## config.mk

```make
export PLATFORM = sky130hd
export DESIGN_NAME = tdc_phase_decoder
export DESIGN_NICKNAME = d
export VERILOG_FILES = /design/src/rtl/tdc_phase_decoder.sv
export SDC_FILE = /design/constraint.sdc
export NUM_CORES = 1
export LEC_CHECK = 0
export ABC_AREA = 1
export ABC_CLOCK_PERIOD_IN_PS = 6950
export BUFFER_PORTS_ARGS = -buffer_cell sky130_fd_sc_hd__buf_2
export CORE_MARGIN = 10
export CORE_UTILIZATION = 65
export DETAILED_ROUTE_END_ITERATION = 8
export PLACE_DENSITY = 0.95
export SYNTH_ARGS = -nofsm -noshare
export SYNTH_HDL_FRONTEND = slang
export SYNTH_SLANG_ARGS = --single-unit
```

## constraint.sdc

```tcl
create_clock -name clk -period 6.95 [get_ports clk]
set_input_delay 1.39 -clock clk [delete_from_list [all_inputs] [get_ports clk]]
set_output_delay 1.39 -clock clk [all_outputs]
set_load 0.02 [all_outputs]
```

## src/rtl/tdc_phase_decoder.sv

```systemverilog
// TDC measurement back-end: decodes start/stop phase snapshots, counts coarse cycles,
// and delivers the start-to-stop interval in T/8 units. Optional macro: TDC_BUBBLE_CORRECT_EN.
module tdc_phase_decoder #(
    parameter int unsigned BIT_COUNT = 32
) (
    input  logic                 clk,
    input  logic                 reset,
    input  logic                 i_start,
    input  logic                 i_stop,
    input  logic [3:0]           i_phase_start,
    input  logic [3:0]           i_phase_stop,
    input  logic                 i_ready,
    output logic                 o_valid,
    output logic [BIT_COUNT-1:0] o_interval,
    output logic                 o_error
);

    localparam int unsigned CW = BIT_COUNT - 3;

    typedef enum logic [1:0] {IDLE, RUN, DONE} state_t;

    state_t          state;
    logic [CW-1:0]   coarse;
    logic [2:0]      fine_start;
    logic            bubble_start;
    logic            ovf;

    // Returns {bubble, fine[2:0]} for a {p135,p90,p45,p0} snapshot.
    function automatic logic [3:0] decode(input logic [3:0] p);
`ifdef TDC_BUBBLE_CORRECT_EN
        logic [2:0] n;
        n = 3'(p[0]) + 3'(p[1]) + 3'(p[2]) + 3'(p[3]);
        if (p[0])
            decode = {1'b0, n - 3'd1};
        else
            decode = {1'b0, 3'd7 - n};
`else
        case (p)
            4'b0001: decode = 4'b0_000;
            4'b0011: decode = 4'b0_001;
            4'b0111: decode = 4'b0_010;
            4'b1111: decode = 4'b0_011;
            4'b1110: decode = 4'b0_100;
            4'b1100: decode = 4'b0_101;
            4'b1000: decode = 4'b0_110;
            4'b0000: decode = 4'b0_111;
            default: decode = 4'b1_000;
        endcase
`endif
    endfunction

    logic [3:0]           dec_start;
    logic [3:0]           dec_stop;
    logic [CW-1:0]        coarse_inc;
    logic                 ovf_inc;
    logic [CW-1:0]        res_coarse;
    logic                 res_ovf;
    logic [2:0]           res_fine_start;
    logic                 res_bubble_start;
    logic [BIT_COUNT:0]   diff;
    logic                 res_neg;
    logic [BIT_COUNT-1:0] res_interval;
    logic                 res_error;

    always_comb begin
        dec_start  = decode(i_phase_start);
        dec_stop   = decode(i_phase_stop);
        coarse_inc = (coarse == '1) ? coarse : coarse + CW'(1);
        ovf_inc    = ovf | (coarse == '1);
        // A stop in the start cycle uses the live start snapshot and coarse=0.
        if (state == IDLE) begin
            res_coarse       = '0;
            res_ovf          = 1'b0;
            res_fine_start   = dec_start[2:0];
            res_bubble_start = dec_start[3];
        end else begin
            res_coarse       = coarse_inc;
            res_ovf          = ovf_inc;
            res_fine_start   = fine_start;
            res_bubble_start = bubble_start;
        end
        diff = {1'b0, res_coarse, 3'b000}
             + (BIT_COUNT+1)'(dec_stop[2:0])
             - (BIT_COUNT+1)'(res_fine_start);
        res_neg = diff[BIT_COUNT];
        if (res_ovf)
            res_interval = '1;
        else if (res_neg)
            res_interval = '0;
        else
            res_interval = diff[BIT_COUNT-1:0];
        res_error = res_bubble_start | dec_stop[3] | res_neg | res_ovf;
    end

    always_ff @(posedge clk or posedge reset) begin
        if (reset) begin
            state        <= IDLE;
            coarse       <= '0;
            fine_start   <= '0;
            bubble_start <= 1'b0;
            ovf          <= 1'b0;
            o_valid      <= 1'b0;
            o_interval   <= '0;
            o_error      <= 1'b0;
        end else begin
            case (state)
                IDLE: begin
                    if (i_start) begin
                        fine_start   <= dec_start[2:0];
                        bubble_start <= dec_start[3];
                        coarse       <= '0;
                        ovf          <= 1'b0;
                        if (i_stop) begin
                            o_valid    <= 1'b1;
                            o_interval <= res_interval;
                            o_error    <= res_error;
                            state      <= DONE;
                        end else begin
                            state      <= RUN;
                        end
                    end
                end
                RUN: begin
                    coarse <= coarse_inc;
                    ovf    <= ovf_inc;
                    if (i_stop) begin
                        o_valid    <= 1'b1;
                        o_interval <= res_interval;
                        o_error    <= res_error;
                        state      <= DONE;
                    end
                end
                DONE: begin
                    if (i_ready) begin
                        o_valid <= 1'b0;
                        state   <= IDLE;
                    end
                end
                default: state <= IDLE;
            endcase
        end
    end

endmodule

```

==> impl_metrics.py <==
metrics = {
    "run_status": {
        "outcome": "complete, no violations",
    },
    "final_layout": {
        "drive_above_1_share_pct": 11.6,
        "final_nets": 826,
        "utilization_pct": 72.8,
        "final_cell_count_no_fill": 907,
        "area_delta_synth_final_pct": 10.2,
        "design_area_sq_um": 5570,
        "insertedDiodeCount": 0,
    },
    "logic_synthesis": {
        "synth_area_sq_um": 5050,
        "synth_top_area_share_pct": 34.7,
        "synthCells": 758,
        "synth_ff_type": "dfrtp_1",
        "synth_edf_count": 0,
        "yosys-top-cells-count": "251 x nand2_1, 106 x nor2_1, 81 x inv_1",
        "seq_area_frac_synth_pct": 34.7,
        "synth.area.top_cells": "dfrtp_1 35%, nand2_1 19%, nor2_1 7.9%",
        "yosysMostFrequentCell": "nand2_1",
        "synth-seq-cells": 70,
        "synthesis.nets": 784,
        "ys_async_sr_fraction_pct": 100,
        "synth_cell_type_count": 38,
        "avgSynthCellArea_sq_um": 6.67,
        "synth_area_leader_cell": "dfrtp_1",
        "yosys_warnings": 0,
    },
    "global_route": {
        "grt_usage_pct": 24.1,
        "grt_start_max_net_pins": 71,
        "gr-total-overflow": 0,
        "grt_pass1_vias": 5063,
        "antenna_found_initial": 0,
        "grt_first_pass_wirelength_um": 23000,
    },
    "power_and_ir_drop": {
        "p_per_area_nw_per_um2": 325,
        "finalPower_mw": 1.81,
        "ir_worst_vdd_uv": 223,
        "power_leakage_nw": 2.89,
    },
    "floorplanning": {
        "die_w_um": 108,
        "start_util_pct": 66.1,
        "core_sq_um": 7650,
        "row_count": 32,
        "die_y_um": 108,
        "dieArea_sq_um": 11700,
        "num_io_pins": 47,
    },
    "cts": {
        "hold_buffers": 0,
        "clockRootBuffer": "clkbuf_8",
        "cts_tree": "yes",
        "clk_pin_slew_ns": 0.08,
        "cts.sinks": 70,
        "clk_path_buf_depth": 2,
        "cts_buffers": 9,
        "post-cts-setup-buffer-count": 0,
        "insertion_delay_ns": 0.36,
        "postCtsResizedCells": 0,
        "cts.htree.levels": 3,
    },
    "setup_path": {
        "start_kind": "primary input",
        "crit_arrival_ns": 4.35,
        "required_ns": 7.16,
        "end_kind": "flop",
        "crit_type": "in -> reg",
        "reg2reg_depth": 15,
        "path_max_fanout": 32,
    },
    "job": {
        "maxCapViolations": 0,
    },
    "sta": {
        "worst_pin_slew_ns": 0.926,
        "min_period_ns": 4.14,
        "holdWs_ns": 0.515,
        "max_slew_margin_pct": 38.2,
        "setup_viol": 0,
        "hold_viol_final": 0,
        "timing.final.crit_share_pct": 59.6,
        "grt_setup_unrepaired": "no",
        "clock_skew_ns": 0.00573,
        "clock.fmax_ghz": 0.242,
        "setup_tns_ns": 0,
        "setup_ws_ns": 2.81,
        "slew_violations": 0,
    },
    "place": {
        "postPlaceCellArea_sq_um": 5330,
        "io_buffers": 46,
        "post-place-cells": 891,
        "pre_cts_slack_ns": 2.50,
        "gp_congestion": 0.965,
        "dp_hpwl_um": 10100,
    },
    "detailed_routing": {
        "drt-total-wl_um": 13900,
        "detail-route-antenna-nets": 0,
        "vias": 5251,
        "drt_first_iter_violations": 475,
        "drt-wirelength-per-cell_um": 15.3,
        "drc_errors": 0,
        "drtPass1Iterations": 7,
        "detail_route.vias_per_cell": 5.79,
    },
    "min_path": {
        "hold_path.class": "reg -> reg",
        "hold-path-cell-count": 2,
    },
}
==> cell families (layout without fill, tap and decap cells) <==
kind of cell	after synthesis	in the layout	synth area share, %
AOI/OAI and AO/OA	104	104	11.3
adders and majority gates	13	13	3.37
buffers and inverters	100	147	8.25
xor gates and xnor gates	23	23	3.99
DFF	70	70	34.7
and+or+nand+nor	448	448	38.5
==> sequential cells by signal, indices dropped and copies added, names as in the netlist <==
signal	flops
o_error	1
coarse	29
state	2
fine_start	3
o_valid	1
bubble_start	1
o_interval	32
ovf	1
==> final timing paths <==
kind | end | startpoint | slack [ns]
worst max-delay path | o_interval[29] | i_phase_start[0] | 2.81
worst min-delay path | bubble_start | bubble_start | 0.51
worst max register to register | o_interval[29] | state[0] | 3.47
worst min register to register | bubble_start | bubble_start | 0.51
max in group asynchronous | coarse[19] | reset | 5.08
min in group asynchronous | o_interval[2] | reset | 1.28
==> worst max-delay path, cell delays in order <==
cell and delay [ns]:
buf_2 0.12, inv_1 0.14, ha_1 0.26, nor3_1 0.27, nand2_1 0.09, o21ai_0 0.15
ha_1 0.23, fa_1 0.17, inv_1 0.06, a21oi_1 0.16, nand2_2 0.11, nor2_4 0.21
nand3_4 0.14, nor2_4 0.21, nand3b_4 0.32, nand3_1 0.24, a21oi_1 0.08
==> routing by layer <==
metal,GRT usage [%],vias to the layer above,wire [um]
met5,0,-,0
met4,10.8,0,437
met3,4.10,45,932
met2,41.9,241,6970
met1,28.4,2460,5540
li1,-,2505,-
==> power breakdown <==
group	leakage [nW]	switching [mW]	internal, mW
logic	1.89	0.552	0.260
clock network	0.118	0.171	0.240
registers	0.884	0.0657	0.519
total	2.89	0.789	1.02
==> layout make-up <==
cell class	instances	area, sq um
repair buffers	49	253
flip-flops and latches	70	1750
fillers	614	2080
clock buffers	11	131
inverters	82	308
multi-input cells	588	2890
well taps	102	128
clock inverters	5	108
==> cell usage in the layout, fill, tap and decap left out, types with 2 or more instances in the layout <==
cell	netlist	layout
nand2_1	251	251
nor2_1	106	105
inv_1	81	80
dfrtp_1	70	70
nand3_1	49	49
buf_2	3	46
o21ai_0	44	44
a21oi_1	39	39
xor2_1	16	16
ha_1	12	12
nand4_1	10	10
clkbuf_8	0	9
nor2_4	7	7
nor2_2	6	7
xnor2_1	7	7
nand2_2	4	4
o22ai_1	4	4
nand3_2	3	3
a211oi_1	3	3
o21bai_1	3	3
a22o_1	3	3
bufinv_16	0	3
buf_4	0	3
nand3b_1	2	2
nor3_1	2	2
o21ai_1	2	2
inv_2	1	2
and2_1	2	2
nand2_4	2	2
a31oi_1	2	2
clkbuf_1	10	2
clkinv_4	0	2
Power figures use the tool's default switching activity.
